**src/rtl/spi_shift_register_pkg.sv**
```systemverilog
// Shared types and helpers for the SPI serial data engine.
package spi_pkg;

  typedef enum logic [1:0] {
    IDLE,
    SHIFT,
    DONE
  } state_e;

  localparam int unsigned DATA_W_DEF = 8;

  // 1 selects the rising-edge strobe set (SPI modes 0 and 3).
  function automatic logic sel_edge(input logic cpol, input logic cpha);
    return cpol == cpha;
  endfunction

endpackage

```
**src/rtl/spi_shift_register_if.sv**
```systemverilog
// Signal bundle between the baud generator / APB side and the shift engine.
interface spi_shift_register_if
  import spi_pkg::*;
#(
  parameter int unsigned DATA_W = DATA_W_DEF
) ();

  logic              ss_i;
  logic              send_data_i;
  logic              lsbfe_i;
  logic              cpol_i;
  logic              cpha_i;
  logic              mosi_send_sclk_i;
  logic              mosi_send_sclk0_i;
  logic              miso_receive_sclk_i;
  logic              miso_receive_sclk0_i;
  logic [DATA_W-1:0] data_mosi_i;
  logic              miso_i;
  logic              mosi_o;
  logic [DATA_W-1:0] data_miso_o;
  logic              receive_data_o;
  logic              busy_o;

  modport slave (
    input  ss_i, send_data_i, lsbfe_i, cpol_i, cpha_i,
    input  mosi_send_sclk_i, mosi_send_sclk0_i,
    input  miso_receive_sclk_i, miso_receive_sclk0_i,
    input  data_mosi_i, miso_i,
    output mosi_o, data_miso_o, receive_data_o, busy_o
  );

  modport master (
    output ss_i, send_data_i, lsbfe_i, cpol_i, cpha_i,
    output mosi_send_sclk_i, mosi_send_sclk0_i,
    output miso_receive_sclk_i, miso_receive_sclk0_i,
    output data_mosi_i, miso_i,
    input  mosi_o, data_miso_o, receive_data_o, busy_o
  );

endinterface

```
**src/rtl/spi_shift_register.sv**
```systemverilog
// SPI serial data engine: serialises a transmit word on mosi_o and assembles
// sampled miso_i bits into a receive word, timed by baud-generator strobes.
module spi_shift_register
  import spi_pkg::*;
#(
  parameter int unsigned DATA_W = DATA_W_DEF
) (
  input logic                 PCLK,
  input logic                 PRESET,
  spi_shift_register_if.slave bus
);

  localparam int unsigned   CW   = $clog2(DATA_W + 1);
  localparam int unsigned   IW   = $clog2(DATA_W);
  localparam logic [CW-1:0] LAST = CW'(DATA_W);

  state_e            state_q, state_d;
  logic [DATA_W-1:0] tx_sr_q, tx_sr_d;
  logic [DATA_W-1:0] rx_sr_q, rx_sr_d;
  logic [DATA_W-1:0] data_miso_q, data_miso_d;
  logic [CW-1:0]     tx_cnt_q, tx_cnt_d;
  logic [CW-1:0]     rx_cnt_q, rx_cnt_d;
  logic              lsb_q, lsb_d;
  logic              mosi_q, mosi_d;
  logic              snd, smp;
  logic [IW-1:0]     tx_idx, rx_idx;

  always_ff @(posedge PCLK or posedge PRESET) begin
    if (PRESET) begin
      state_q     <= IDLE;
      tx_sr_q     <= '0;
      rx_sr_q     <= '0;
      data_miso_q <= '0;
      tx_cnt_q    <= '0;
      rx_cnt_q    <= '0;
      lsb_q       <= 1'b0;
      mosi_q      <= 1'b0;
    end else begin
      state_q     <= state_d;
      tx_sr_q     <= tx_sr_d;
      rx_sr_q     <= rx_sr_d;
      data_miso_q <= data_miso_d;
      tx_cnt_q    <= tx_cnt_d;
      rx_cnt_q    <= rx_cnt_d;
      lsb_q       <= lsb_d;
      mosi_q      <= mosi_d;
    end
  end

  always_comb begin
    state_d     = state_q;
    tx_sr_d     = tx_sr_q;
    rx_sr_d     = rx_sr_q;
    data_miso_d = data_miso_q;
    tx_cnt_d    = tx_cnt_q;
    rx_cnt_d    = rx_cnt_q;
    lsb_d       = lsb_q;
    mosi_d      = mosi_q;

    snd = sel_edge(bus.cpol_i, bus.cpha_i) ? bus.mosi_send_sclk_i    : bus.mosi_send_sclk0_i;
    smp = sel_edge(bus.cpol_i, bus.cpha_i) ? bus.miso_receive_sclk_i : bus.miso_receive_sclk0_i;

    // Index is only meaningful while the count is below DATA_W.
    tx_idx = IW'(lsb_q ? tx_cnt_q : (LAST - CW'(1) - tx_cnt_q));
    rx_idx = IW'(lsb_q ? rx_cnt_q : (LAST - CW'(1) - rx_cnt_q));

    unique case (state_q)
      IDLE: begin
        mosi_d = 1'b0;
        if (bus.send_data_i && !bus.ss_i) begin
          tx_sr_d  = bus.data_mosi_i;
          rx_sr_d  = '0;
          lsb_d    = bus.lsbfe_i;
          tx_cnt_d = '0;
          rx_cnt_d = '0;
          state_d  = SHIFT;
        end
      end
      SHIFT: begin
        if (bus.ss_i) begin
          mosi_d   = 1'b0;
          tx_cnt_d = '0;
          rx_cnt_d = '0;
          state_d  = IDLE;
        end else begin
          if (snd && (tx_cnt_q < LAST)) begin
            mosi_d   = tx_sr_q[tx_idx];
            tx_cnt_d = tx_cnt_q + CW'(1);
          end
          if (smp && (rx_cnt_q < LAST)) begin
            rx_sr_d[rx_idx] = bus.miso_i;
            rx_cnt_d        = rx_cnt_q + CW'(1);
            // Publish the word on the same edge that enters DONE so it is
            // already valid while receive_data_o is high.
            if (rx_cnt_q == LAST - CW'(1)) begin
              data_miso_d = rx_sr_d;
              state_d     = DONE;
            end
          end
        end
      end
      DONE: begin
        mosi_d  = 1'b0;
        state_d = IDLE;
      end
      default: state_d = IDLE;
    endcase
  end

  assign bus.mosi_o         = mosi_q;
  assign bus.data_miso_o    = data_miso_q;
  assign bus.receive_data_o = (state_q == DONE);
  assign bus.busy_o         = (state_q != IDLE);

endmodule

```
**src/flat_wrapper.sv**
```systemverilog
// flat-port wrapper written by rule: the top's interface ports become plain ports
module spi_shift_register_flat import spi_pkg::*;
#(
  parameter int unsigned DATA_W = DATA_W_DEF
)
  (PCLK, PRESET, bus_ss_i, bus_send_data_i, bus_lsbfe_i, bus_cpol_i, bus_cpha_i, bus_mosi_send_sclk_i, bus_mosi_send_sclk0_i, bus_miso_receive_sclk_i, bus_miso_receive_sclk0_i, bus_data_mosi_i, bus_miso_i, bus_mosi_o, bus_data_miso_o, bus_receive_data_o, bus_busy_o);
  spi_shift_register_if #(.DATA_W(DATA_W)) bus_i ();
  input logic PCLK;
  input logic PRESET;
  input wire logic [$bits(bus_i.ss_i)-1:0] bus_ss_i;
  input wire logic [$bits(bus_i.send_data_i)-1:0] bus_send_data_i;
  input wire logic [$bits(bus_i.lsbfe_i)-1:0] bus_lsbfe_i;
  input wire logic [$bits(bus_i.cpol_i)-1:0] bus_cpol_i;
  input wire logic [$bits(bus_i.cpha_i)-1:0] bus_cpha_i;
  input wire logic [$bits(bus_i.mosi_send_sclk_i)-1:0] bus_mosi_send_sclk_i;
  input wire logic [$bits(bus_i.mosi_send_sclk0_i)-1:0] bus_mosi_send_sclk0_i;
  input wire logic [$bits(bus_i.miso_receive_sclk_i)-1:0] bus_miso_receive_sclk_i;
  input wire logic [$bits(bus_i.miso_receive_sclk0_i)-1:0] bus_miso_receive_sclk0_i;
  input wire logic [$bits(bus_i.data_mosi_i)-1:0] bus_data_mosi_i;
  input wire logic [$bits(bus_i.miso_i)-1:0] bus_miso_i;
  output wire logic [$bits(bus_i.mosi_o)-1:0] bus_mosi_o;
  output wire logic [$bits(bus_i.data_miso_o)-1:0] bus_data_miso_o;
  output wire logic [$bits(bus_i.receive_data_o)-1:0] bus_receive_data_o;
  output wire logic [$bits(bus_i.busy_o)-1:0] bus_busy_o;
  assign bus_i.ss_i = bus_ss_i;
  assign bus_i.send_data_i = bus_send_data_i;
  assign bus_i.lsbfe_i = bus_lsbfe_i;
  assign bus_i.cpol_i = bus_cpol_i;
  assign bus_i.cpha_i = bus_cpha_i;
  assign bus_i.mosi_send_sclk_i = bus_mosi_send_sclk_i;
  assign bus_i.mosi_send_sclk0_i = bus_mosi_send_sclk0_i;
  assign bus_i.miso_receive_sclk_i = bus_miso_receive_sclk_i;
  assign bus_i.miso_receive_sclk0_i = bus_miso_receive_sclk0_i;
  assign bus_i.data_mosi_i = bus_data_mosi_i;
  assign bus_i.miso_i = bus_miso_i;
  assign bus_mosi_o = bus_i.mosi_o;
  assign bus_data_miso_o = bus_i.data_miso_o;
  assign bus_receive_data_o = bus_i.receive_data_o;
  assign bus_busy_o = bus_i.busy_o;
  spi_shift_register #(.DATA_W(DATA_W)) u_core (.PCLK(PCLK), .PRESET(PRESET), .bus(bus_i));
endmodule
```
**config.mk**
```make
export PLATFORM = sky130hd
export DESIGN_NAME = spi_shift_register_flat
export DESIGN_NICKNAME = d
export VERILOG_FILES = /design/src/rtl/spi_shift_register_pkg.sv /design/src/rtl/spi_shift_register_if.sv /design/src/rtl/spi_shift_register.sv /design/src/flat_wrapper.sv
export SDC_FILE = /design/constraint.sdc
export NUM_CORES = 1
export LEC_CHECK = 0
export CAP_MARGIN = 40
export CORE_MARGIN = 2
export CORE_UTILIZATION = 40
export CTS_BUF_LIST = sky130_fd_sc_hd__clkbuf_2 sky130_fd_sc_hd__clkbuf_4 sky130_fd_sc_hd__clkbuf_8
export CTS_CLUSTER_DIAMETER = 200
export CTS_CLUSTER_SIZE = 12
export DETAILED_ROUTE_END_ITERATION = 7
export MAX_ROUTING_LAYER = met4
export PLACE_DENSITY = 0.62
export SLEW_MARGIN = 30
export SYNTH_ARGS = -nofsm -noshare
export SYNTH_HDL_FRONTEND = slang
export SYNTH_SLANG_ARGS = --single-unit
```
**constraint.sdc**
```tcl
create_clock -name PCLK -period 2.2 [get_ports PCLK]
set_clock_uncertainty 0.1 [all_clocks]
set_input_delay 0.44 -clock PCLK [delete_from_list [all_inputs] [get_ports PCLK]]
set_output_delay 0.44 -clock PCLK [all_outputs]
set_load 0.01 [all_outputs]
```
==> results of run 1 <==
[timing repair]
item                                    CTS  global route
buffers inserted                          0             0
endpoints found under the setup margin    0             1
gates resized for setup                   0             1
hold buffers                              0             0
[power by group]
group / internal [mW] / switching, mW / total (mW)
clock network: 0.280 / 0.226 / 0.506
registers: 0.722 / 0.0684 / 0.790
logic: 0.236 / 0.219 / 0.455
[cell usage in the layout, fill, tap and decap left out, types with 2 or more instances in the layout]
cell / Yosys / routed
dfrtp_1: 36 / 36
clkdlybuf4s50_1: 0 / 30
mux2_2: 16 / 16
buf_4: 1 / 15
a21oi_1: 13 / 13
nand2_1: 11 / 11
o22ai_1: 11 / 11
inv_1: 10 / 10
o21ai_0: 10 / 10
nor2_1: 9 / 9
nand2b_1: 6 / 6
a22o_1: 6 / 6
o22a_1: 6 / 6
clkbuf_8: 0 / 6
mux2i_1: 4 / 4
or2_2: 3 / 3
o311ai_0: 3 / 3
a31oi_1: 3 / 3
nand3_1: 3 / 3
nor4_1: 2 / 2
a32o_1: 2 / 2
nand4_1: 2 / 2
nor3b_1: 2 / 2
nor4bb_1: 2 / 2
nand3b_1: 2 / 2
nor2b_1: 2 / 2
a32oi_1: 2 / 2
o221ai_1: 2 / 2
o31ai_1: 3 / 2
ha_1: 2 / 2
clkbuf_4: 1 / 2
[path summary, 6_finish.rpt]
path / endpoint / cells after the start
setup / recovery: bus_busy_o / 2
hold / removal: u_core.bus.mosi_o / 1
setup reg to reg: u_core.bus.data_miso_o[6] / 6
hold reg to reg: u_core.bus.mosi_o / 1
max in group asynchronous: u_core.bus.data_miso_o[5] / 3
min in group asynchronous: u_core.tx_sr_q[3] / 3
[synth_stat cells, drive strengths merged, types with 3 or more instances]
| cell type | number | area, um2 |
|---|---|---|
| a21oi | 14 | 73.82 |
| clkbuf | 10 | 41.29 |
| o21ai | 10 | 50.05 |
| mux2 | 17 | 195.2 |
| or2 | 3 | 18.77 |
| nand3 | 3 | 15.01 |
| o311ai | 3 | 26.28 |
| nand2 | 11 | 41.29 |
| buf | 4 | 22.52 |
| a22o | 6 | 52.55 |
| inv | 10 | 37.54 |
| mux2i | 4 | 40.04 |
| o31ai | 3 | 22.52 |
| o22a | 6 | 52.55 |
| a31oi | 4 | 31.28 |
| dfrtp | 36 | 900.9 |
| nand4 | 3 | 33.78 |
| o22ai | 11 | 68.82 |
| nand2b | 6 | 37.54 |
| nor2 | 9 | 33.78 |
[cell families after synthesis]
kind of cell	Yosys count	synth area share (%)
flops	36	42.96
fa+ha+maj	2	1.193
buf+inv	24	4.833
simple gates	55	16.23
mux	21	11.22
compound gates	67	22.38
xor+xnor	2	1.194
[sequential cells by signal, summed over array words and instances, names as in the netlist]
| name | cells |
|---|---|
| u_core.bus.data_miso_o | 8 |
| u_core.rx_sr_q | 8 |
| u_core.tx_sr_q | 8 |
| u_core.rx_cnt_q | 4 |
| u_core.tx_cnt_q | 4 |
| u_core.state_q | 2 |
| u_core.bus.mosi_o | 1 |
| u_core.lsb_q | 1 |
[metrics by stage]
stage                     instance area [um2]  TNS, ns  instances  hold WS (ns)  utilization, %
after floorplan                          2097        0        207        0.3793               -
after global placement                   2554   -1.078        309        0.3806           50.32
after detailed placement                 2554   -1.294        309        0.3903           50.32
after CTS                                2651        0        317        0.4072           52.24
after global routing                     2656        0        317        0.4355           52.34
final                                    2656        0        317        0.3982           52.34
[critical path, stage by stage (launching register included)]
cell             delay [ns]
dfrtp_1                0.43
or2_2                  0.32
clkdlybuf4s50_1        0.48
[routing by layer]
metal / GRT usage [%] / vias up / part of all wire (%)
li1: - / 866 / -
met1: 22.39 / 838 / 49
met2: 27.35 / 33 / 45
met3: 3.791 / 6 / 3.9
met4: 5.818 / 0 / 1.4
met5: - / - / 0
[cell type report]
cell class	count	area, um2
inverter	10	37.54
clock buffer	8	97.59
timing repair buffer	46	432.9
fill	489	2419
tap	70	87.58
sequential	36	900.9
multi-input combinational	147	1100
==> impl_metrics.env, run 1 <==
export IMPL_h_tree_depth=2
export IMPL_chipWidth_um=76.41
export IMPL_ant_nets=0
export IMPL_synth_area_mm2=0.002097
export IMPL_path_clk_slew_ns=0.07
export IMPL_clock_fmax_mhz=484.2
export IMPL_viasPerCell=5.498
export IMPL_worst_slack_ns=0.1347
export IMPL_io_buffers=30
export IMPL_min_period_ns=2.065
export IMPL_cts_sinks=36
export IMPL_first_pass_iters=4
export IMPL_ys_seq_elements=36
export IMPL_clk_path_buf_depth=2
export IMPL_die_area_mm2=0.005838
export IMPL_coreArea_mm2=0.005075
export IMPL_grt_pass1_vias=1688
export IMPL_post_dp_hpwl_mm=3.182
export IMPL_grt_overflow_total=0
export IMPL_antenna_found_initial=0
export IMPL_start_util_pct=41.32
export IMPL_min_path_type="register to register"
export IMPL_numCtsBuffers=5
export IMPL_cp_max_fo=5
export IMPL_arrival_ns=1.53
export IMPL_root_buffer="clkbuf_8"
export IMPL_antenna_cells=0
export IMPL_drc=0
export IMPL_fin_crit_sh_pct=93.88
export IMPL_synth_async_reset_ratio_pct=100.0
export IMPL_finalMaxSlewViolations=0
export IMPL_pre_cts_ws_ns=-0.1816
export IMPL_postRouteWirelength_mm=4.517
export IMPL_rsz0062_at_grt="false"
export IMPL_nets=268
export IMPL_min_delay_start="u_core.bus.mosi_o"
export IMPL_routabilityCongestion=0.8064
export IMPL_crit_path_start="u_core.state_q[1]"
export IMPL_cts_tree="built"
export IMPL_max_cap_violations=0
export IMPL_synth_edf_count=0
export IMPL_yosysWarnings=0
export IMPL_wl_per_cell_um=14.25
export IMPL_grt_usage_pct=17.39
export IMPL_power_total_mw=1.751
export IMPL_hold_viol_final=0
export IMPL_grt_pass1_wl_mm=8.024
export IMPL_syn_num_nets=229
export IMPL_die_height_um=76.41
export IMPL_path_class="register to output pin"
export IMPL_via_count=1743
export IMPL_yosysSeqAreaShare_pct=42.96
export IMPL_area_growth_pct=26.67
export IMPL_drtIter0Drc=165
export IMPL_reg2reg_slack_ns=0.27
export IMPL_yosysUniqueCellTypes=51
export IMPL_cp_start_kind="register"
export IMPL_setup_viol_count_final=0
export IMPL_ios=31
export IMPL_powerDensity_mw_per_mm2=659.3
export IMPL_end_kind="output pin"
export IMPL_synth_ff_type="dfrtp_1"
export IMPL_status="completed"
export IMPL_worst_pin_slew_ns=0.4564
export IMPL_peakVddDrop_v=0.0002562
export IMPL_drive_above_1_share_pct=23.08
export IMPL_clk_latency_ns=0.29
export IMPL_crit_required_ns=1.66
export IMPL_worstReg2RegStart="u_core.lsb_q"
export IMPL_syn_avg_cell_area_um2=10.13
export IMPL_synthCells=207
export IMPL_grt_max_degree=37
export IMPL_rows=26
export IMPL_relSlewSlack_pct=69.25
export IMPL_p_leak_nw=1.110
Power figures use the tool's default switching activity.
==> run 2, diff against run 1 <==
HOLD_SLACK_MARGIN = 0.05   (was default)
==> results of run 2 <==
The final DEF is identical to that of run 1; final timing and power are the same.
